==> config.mk <==
export PLATFORM = sky130hd
export DESIGN_NAME = ram_scan_ctrl_flat
export DESIGN_NICKNAME = d
export VERILOG_FILES = /design/src/rtl/ram_scan_pkg.sv /design/src/rtl/ram_scan_ctrl_if.sv /design/src/rtl/ram_scan_ctrl_tick_gen.sv /design/src/rtl/ram_scan_ctrl.sv /design/src/flat_wrapper.sv
export SDC_FILE = /design/constraint.sdc
export NUM_CORES = 1
export LEC_CHECK = 0
export ABC_CLOCK_PERIOD_IN_PS = 2100
export CORE_ASPECT_RATIO = 0.7
export CORE_MARGIN = 2
export CORE_UTILIZATION = 40
export CTS_CLUSTER_DIAMETER = 150
export DETAILED_ROUTE_END_ITERATION = 10
export GPL_TIMING_DRIVEN = 0
export PLACE_DENSITY_LB_ADDON = 0.25
export SLEW_MARGIN = 20
export SYNTH_ARGS = -nofsm -noshare
export SYNTH_HDL_FRONTEND = slang
export SYNTH_SLANG_ARGS = --single-unit
==> constraint.sdc <==
create_clock -name clk -period 2.1 [get_ports clk]
set_input_delay 0.525 -clock clk [delete_from_list [all_inputs] [get_ports clk]]
set_output_delay 0.525 -clock clk [all_outputs]
set_load 0.01 [all_outputs]
==> src/rtl/ram_scan_pkg.sv <==
// Shared types and expected-data generator for the RAM self-test sequencer.
package ram_scan_pkg;

   typedef enum logic [2:0] {
      S_IDLE,
      S_WRITE,
      S_READ,
      S_WAIT,
      S_CHECK,
      S_DONE
   } state_e;

   typedef enum logic [1:0] {
      PAT_ADDR    = 2'b00,
      PAT_NADDR   = 2'b01,
      PAT_CHECKER = 2'b10,
      PAT_ZERO    = 2'b11
   } pattern_e;

   localparam logic [7:0] PAT_55 = 8'h55;
   localparam logic [7:0] PAT_AA = 8'hAA;
   localparam int         EXP_W  = 64;

   // Result is EXP_W wide; callers truncate to their DATA_W.
   function automatic logic [EXP_W-1:0] exp_data(input logic [1:0] pat,
                                                 input logic [EXP_W-1:0] addr);
      logic [EXP_W-1:0] r;
      case (pattern_e'(pat))
         PAT_ADDR:    r = addr;
         PAT_NADDR:   r = ~addr;
         PAT_CHECKER: r = addr[0] ? {8{PAT_AA}} : {8{PAT_55}};
         default:     r = '0;
      endcase
      return r;
   endfunction

endpackage

==> src/rtl/ram_scan_ctrl_if.sv <==
// Single-port synchronous RAM access bus between the scan controller and the RAM.
interface ram_scan_ctrl_if #(
   parameter int ADDR_W = 4,
   parameter int DATA_W = 8
);
   logic              ram_en;
   logic              ram_we;
   logic [ADDR_W-1:0] ram_addr;
   logic [DATA_W-1:0] ram_wdata;
   logic [DATA_W-1:0] ram_rdata;

   modport master (
      output ram_en, ram_we, ram_addr, ram_wdata,
      input  ram_rdata
   );

   modport slave (
      input  ram_en, ram_we, ram_addr, ram_wdata,
      output ram_rdata
   );
endinterface

==> src/rtl/ram_scan_ctrl_tick_gen.sv <==
// Clock-enable generator: one-cycle tick every TICK_DIV cycles while run is high.
module tick_gen #(
   parameter int TICK_DIV = 50000
) (
   input  logic clk,
   input  logic rst_clk,
   input  logic run,
   input  logic clr,
   output logic tick
);
   localparam int            CW   = (TICK_DIV > 1) ? $clog2(TICK_DIV) : 1;
   localparam logic [CW-1:0] LAST = CW'(TICK_DIV - 1);

   logic [CW-1:0] cnt_q, cnt_d;

   always_comb begin
      cnt_d = cnt_q;
      tick  = 1'b0;
      if (clr) begin
         cnt_d = '0;
      end else if (run) begin
         if (cnt_q == LAST) begin
            tick  = 1'b1;
            cnt_d = '0;
         end else begin
            cnt_d = cnt_q + 1'b1;
         end
      end
   end

   always_ff @(posedge clk) begin
      if (rst_clk) cnt_q <= '0;
      else         cnt_q <= cnt_d;
   end
endmodule

==> src/rtl/ram_scan_ctrl.sv <==
// RAM self-test sequencer: write a pattern everywhere, read back, count mismatches.
// Define RAM_SCAN_ERR_CAPTURE_EN to add first-mismatch address/data capture ports.
module ram_scan_ctrl
   import ram_scan_pkg::*;
#(
   parameter int ADDR_W   = 4,
   parameter int DATA_W   = 8,
   parameter int TICK_DIV = 50000,
   parameter int RD_LAT   = 1
) (
   input  logic              clk,
   input  logic              rst_clk,
   input  logic              start,
   input  logic [1:0]        pattern,
   ram_scan_ctrl_if.master   ram,
   output logic              busy,
   output logic              done,
   output logic              pass,
   output logic [ADDR_W:0]   err_cnt,
   output logic [ADDR_W-1:0] cur_addr
`ifdef RAM_SCAN_ERR_CAPTURE_EN
   ,
   output logic [ADDR_W-1:0] first_err_addr,
   output logic [DATA_W-1:0] first_err_data
`endif
);
   localparam logic [ADDR_W-1:0] LAST_ADDR = '1;
   localparam logic [1:0]        WAIT_LAST = 2'(RD_LAT - 1);

   state_e            state_q, state_d;
   logic [ADDR_W-1:0] addr_q, addr_d;
   logic [ADDR_W:0]   err_q, err_d;
   logic [1:0]        pat_q, pat_d;
   logic [1:0]        wait_q, wait_d;
   logic              en_q, en_d, we_q, we_d;
   logic [ADDR_W-1:0] raddr_q, raddr_d;
   logic [DATA_W-1:0] wdata_q, wdata_d;
   logic              tick, start_acc, mism;
   logic [DATA_W-1:0] exp_w;

   tick_gen #(.TICK_DIV(TICK_DIV)) u_tick (
      .clk     (clk),
      .rst_clk (rst_clk),
      .run     (busy),
      .clr     (start_acc),
      .tick    (tick)
   );

   assign exp_w = DATA_W'(exp_data(pat_q, EXP_W'(addr_q)));
   assign mism  = (state_q == S_CHECK) && (ram.ram_rdata != exp_w);

   always_comb begin
      state_d   = state_q;
      addr_d    = addr_q;
      err_d     = err_q;
      pat_d     = pat_q;
      wait_d    = wait_q;
      en_d      = 1'b0;
      we_d      = 1'b0;
      wdata_d   = '0;
      raddr_d   = addr_q;
      start_acc = 1'b0;
      case (state_q)
         S_IDLE, S_DONE: begin
            if (start) begin
               start_acc = 1'b1;
               pat_d     = pattern;
               addr_d    = '0;
               err_d     = '0;
               state_d   = S_WRITE;
            end
         end
         S_WRITE: begin
            if (tick) begin
               en_d    = 1'b1;
               we_d    = 1'b1;
               wdata_d = exp_w;
               if (addr_q == LAST_ADDR) begin
                  addr_d  = '0;
                  state_d = S_READ;
               end else begin
                  addr_d = addr_q + 1'b1;
               end
            end
         end
         S_READ: begin
            if (tick) begin
               en_d    = 1'b1;
               wait_d  = '0;
               state_d = S_WAIT;
            end
         end
         // Strobe goes out the cycle WAIT is entered, so RD_LAT cycles here lands CHECK on valid data.
         S_WAIT: begin
            if (wait_q == WAIT_LAST) state_d = S_CHECK;
            else                     wait_d  = wait_q + 1'b1;
         end
         S_CHECK: begin
            if (mism) err_d = err_q + 1'b1;
            if (addr_q == LAST_ADDR) begin
               state_d = S_DONE;
            end else begin
               addr_d  = addr_q + 1'b1;
               state_d = S_READ;
            end
         end
         default: state_d = S_IDLE;
      endcase
   end

   always_ff @(posedge clk) begin
      if (rst_clk) begin
         state_q <= S_IDLE;
         addr_q  <= '0;
         err_q   <= '0;
         pat_q   <= '0;
         wait_q  <= '0;
         en_q    <= 1'b0;
         we_q    <= 1'b0;
         raddr_q <= '0;
         wdata_q <= '0;
      end else begin
         state_q <= state_d;
         addr_q  <= addr_d;
         err_q   <= err_d;
         pat_q   <= pat_d;
         wait_q  <= wait_d;
         en_q    <= en_d;
         we_q    <= we_d;
         raddr_q <= raddr_d;
         wdata_q <= wdata_d;
      end
   end

`ifdef RAM_SCAN_ERR_CAPTURE_EN
   logic              fe_vld_q;
   logic [ADDR_W-1:0] fe_addr_q;
   logic [DATA_W-1:0] fe_data_q;

   always_ff @(posedge clk) begin
      if (rst_clk || start_acc) begin
         fe_vld_q  <= 1'b0;
         fe_addr_q <= '0;
         fe_data_q <= '0;
      end else if (mism && !fe_vld_q) begin
         fe_vld_q  <= 1'b1;
         fe_addr_q <= addr_q;
         fe_data_q <= exp_w;
      end
   end

   assign first_err_addr = fe_addr_q;
   assign first_err_data = fe_data_q;
`endif

   assign ram.ram_en    = en_q;
   assign ram.ram_we    = we_q;
   assign ram.ram_addr  = raddr_q;
   assign ram.ram_wdata = wdata_q;

   assign busy     = (state_q != S_IDLE) && (state_q != S_DONE);
   assign done     = (state_q == S_DONE);
   assign pass     = done && (err_q == '0);
   assign err_cnt  = err_q;
   assign cur_addr = addr_q;
endmodule

==> src/flat_wrapper.sv <==
// flat-port wrapper written by rule: the top's interface ports become plain ports
module ram_scan_ctrl_flat import ram_scan_pkg::*;
#(
   parameter int ADDR_W   = 4,
   parameter int DATA_W   = 8,
   parameter int TICK_DIV = 50000,
   parameter int RD_LAT   = 1
)
  (clk, rst_clk, start, pattern, busy, done, pass, err_cnt, cur_addr, ram_ram_en, ram_ram_we, ram_ram_addr, ram_ram_wdata, ram_ram_rdata);
  ram_scan_ctrl_if #(.ADDR_W(ADDR_W), .DATA_W(DATA_W)) ram_i ();
  input  logic clk;
  input  logic rst_clk;
  input  logic start;
  input  logic [1:0] pattern;
  output logic busy;
  output logic done;
  output logic pass;
  output logic [ADDR_W:0] err_cnt;
  output logic [ADDR_W-1:0] cur_addr;
  output wire logic [$bits(ram_i.ram_en)-1:0] ram_ram_en;
  output wire logic [$bits(ram_i.ram_we)-1:0] ram_ram_we;
  output wire logic [$bits(ram_i.ram_addr)-1:0] ram_ram_addr;
  output wire logic [$bits(ram_i.ram_wdata)-1:0] ram_ram_wdata;
  input wire logic [$bits(ram_i.ram_rdata)-1:0] ram_ram_rdata;
  assign ram_ram_en = ram_i.ram_en;
  assign ram_ram_we = ram_i.ram_we;
  assign ram_ram_addr = ram_i.ram_addr;
  assign ram_ram_wdata = ram_i.ram_wdata;
  assign ram_i.ram_rdata = ram_ram_rdata;
  ram_scan_ctrl #(.ADDR_W(ADDR_W), .DATA_W(DATA_W), .TICK_DIV(TICK_DIV), .RD_LAT(RD_LAT)) u_core (.clk(clk), .rst_clk(rst_clk), .start(start), .pattern(pattern), .ram(ram_i), .busy(busy), .done(done), .pass(pass), .err_cnt(err_cnt), .cur_addr(cur_addr));
endmodule
==> out/metrics.yaml <==
cts_root_buf: "clkbuf_8"
synth_seq_area_share: 0.3473
slowest_delay_ns: 0.56
async_reset_ff_frac: 0
path_max_fanout: 4
hold_start: "u_core.wait_q[1]$_SDFFE_PP0P_"
dp_hpwl_mm: 4.343
die_w_um: 99.17
hold_ws_ns: 0.4589
cp-end-kind: "flop"
yosysTopAreaCellShare: 0.3473
p_leak_nw: 1.247
ys_seq_elements: 44
grt_pass1_wl_mm: 9.584
finalCriticalPeriod_ns: 2.040
slowest_stage: "clkdlybuf4s50_1"
final_max_slew_viol_count: 0
cts_sinks: 44
place_congestion: 0.8587
num-fill-cells: 598
drc: 0
cts_buffer_depth: 2
seqPwrFrac: 0.523
diodes: 0
yosysWarnings: 0
startpoint: "ram_ram_rdata[1]"
area_growth_pct: 26.29
synth-edff-count: 0
path_class: "primary input to flop"
cts_max_level: 2
cp_cell_sequence: "clkdlybuf4s50_1 -> o21ba_2 -> o21a_1 -> o2111ai_1 -> nand4bb_4 -> o21a_4 -> o32ai_2"
rows: 24
yosysMostFrequentCell: "dfxtp_1"
synthesis.area_per_instance_um2: 8.370
holdPathStages: 2
synth.top_cells.by_area: "dfxtp_1, nor2_1, xor2_1, mux2i_1, nand3_1"
die_h_um: 70.62
tritoncts: "yes"
critPathRequiredTime_ns: 2.31
worstMarginPinSlew_ns: 0.6239
setup_viol: 0
post_drt_wl_per_cell_um: 13.97
yosys_most_used_dff: "dfxtp_1"
slew_headroom: 0.5841
wirelength_mm: 5.992
power_frac_clock: 0.343
num_vias: 2321
pwr-share-comb: 0.134
grt_max_degree: 13
syn_nets: 321
worst_slack_ns: 0.05999
fin_crit_sh: 0.9714
antenna_found_initial: 0
drt_iter0_drc: 125
synth_largest_area_cell: "dfxtp_1"
power.internal_mw: 1.210
clk_pin_slew_worst_paths_ns: 0.08
cts_buffers: 5
grt_pass1_vias: 2002
whs_endpoint: "u_core.wait_q[1]$_SDFFE_PP0P_"
hold_viol_final: 0
max_freq_ghz: 0.4902
synth_cell_types: 62
grt_overflow_total: 0
maxCapViolations: 0
final_layout_size_suffix_gt1_frac: 0.1425
r2r_start: "u_core.state_q[2]$_SDFFE_PP0P_"
ir_drop_uv: 284.6
reg2regPathDepth: 6
startpoint_type: "primary input"
switchingPower_uw: 417.7
reg2reg_slack_ns: 0.10
synthCells: 303
arrival_ns: 2.25
dieArea_um2: 7003
skew_ns: 0.006605
port_buffers: 37
place_ws_ns: -0.2998
outcome: "complete, no violations"
min_path_type: "flop to flop"
start_util: 0.4100
powerDensity_nw_per_um2: 508.3
synth_area_um2: 2536
synth_common_cells: "dfxtp_1, nor2_1, nand2_1"
nets: 368
swShare: 0.2565
viasPerCell: 5.410
cts_hold_buf: 0
drt_pass1_iterations: 4
ant_nets: 0
reg2reg_to: "u_core.err_cnt[1]$_SDFFE_PP0P_"
coreArea_um2: 6186
clk-insertion-delay-late_ns: 0.30
grt.total_usage: 0.1702
io_pins: 39
[state kept, by name (all words and copies together) (netlist names)]
name / flops
u_core.cur_addr: 4
u_core.err_cnt: 5
u_core.pat_q: 2
u_core.ram.ram_addr: 4
u_core.ram.ram_en: 1
u_core.ram.ram_wdata: 6
u_core.ram.ram_we: 1
u_core.state_q: 3
u_core.u_tick.cnt_q: 16
u_core.wait_q: 2
[power groups by stage]
| stage | clock [mW] | sequential [mW] | combinational [mW] |
|---|---|---|---|
| final | 0.558 | 0.851 | 0.218 |
| after global routing | 0.612 | 0.853 | 0.239 |
| after CTS | 0.569 | 0.851 | 0.211 |
| after detailed placement | 0 | 0.870 | 0.202 |
| after global placement | 0 | 0.870 | 0.199 |
| after floorplan | 0 | 0.869 | 0.138 |
[stage by stage]
| stage | setup TNS [ns] | util | cell area (um^2) | std cells | total power, mW |
|---|---|---|---|---|---|
| final | 0 | 0.5178 | 3203 | 429 | 1.628 |
| after global routing | -0.05475 | 0.5178 | 3203 | 429 | 1.704 |
| after floorplan | 0 | - | 2536 | 303 | 1.008 |
| after CTS | -0.01298 | 0.5085 | 3146 | 427 | 1.631 |
| after global placement | -3.725 | 0.4856 | 3004 | 418 | 1.069 |
| after detailed placement | -4.181 | 0.4856 | 3004 | 418 | 1.072 |
[worst max-delay path by stage]
| stage | end | slack (ns) | cells after the start |
|---|---|---|---|
| 3_3_place_gp | u_core.err_cnt[2]$_SDFFE_PP0P_ | -0.29 | 7 |
| 2_1_floorplan | u_core.err_cnt[4]$_SDFFE_PP0P_ | 0.32 | 6 |
| 3_5_place_dp | u_core.err_cnt[2]$_SDFFE_PP0P_ | -0.30 | 7 |
| 6_report | u_core.err_cnt[1]$_SDFFE_PP0P_ | 0.06 | 7 |
| 4_1_cts | u_core.state_q[0]$_SDFFE_PP0P_ | -0.01 | 7 |
| 5_1_grt | u_core.cur_addr[3]$_SDFFE_PP0P_ | -0.02 | 7 |
[cell usage in the layout (no fill, tap or decap), types with 6 or more instances in the layout]
cell and instances:
a21oi_1 12, buf_4 8, clkbuf_1 7, clkbuf_8 6, clkdlybuf4s50_1 32, dfxtp_1 40
inv_1 11, mux2i_1 7, nand2_1 18, nand3_1 14, nand4_1 7, nor2_1 40
nor2b_1 10, nor3_1 6, xnor2_1 8, xor2_1 14
[metal layers]
| layer | GRT usage | up-vias | share of wire |
|---|---|---|---|
| met5 | 0 | - | 0 |
| met4 | 0.05175 | 0 | 0.010 |
| li1 | - | 1155 | - |
| met2 | 0.2387 | 62 | 0.42 |
| met1 | 0.2586 | 1096 | 0.51 |
| met3 | 0.03854 | 8 | 0.058 |
[repair_timing]
action | CTS | global route
resized for setup | 18 | 13
pin swaps | 1 | 0
setup endpoints to repair | 13 | 20
setup buffers | 1 | 2
[layout make-up]
class	instances	area, um^2	area share
buffer	18	102.6	0.03203
tap	78	97.59	0.03047
multi-input combinational	228	1588	0.4957
clock buffer	8	90.09	0.02813
inverter	13	48.80	0.01523
sequential	44	885.9	0.2766
timing repair buffer	40	390.4	0.1219
[kinds of logic (layout without fill, tap and decap cells)]
group,after synthesis,count (layout),synth area share
compound gates,58,58,0.1697
xor+xnor,23,23,0.08239
fa+ha+maj,5,5,0.02467
buf+inv,31,79,0.05377
flops,44,44,0.3473
mux,7,7,0.02763
simple gates,135,135,0.2945
[worst max-delay path, delay by kind of cell]
family,cells,cell delay [ns]
AND/OR/NAND/NOR,1,0.29
buffers and inverters,1,0.56
AO/OA/AOI/OAI,5,0.87
(Power assumes the default switching activity.)
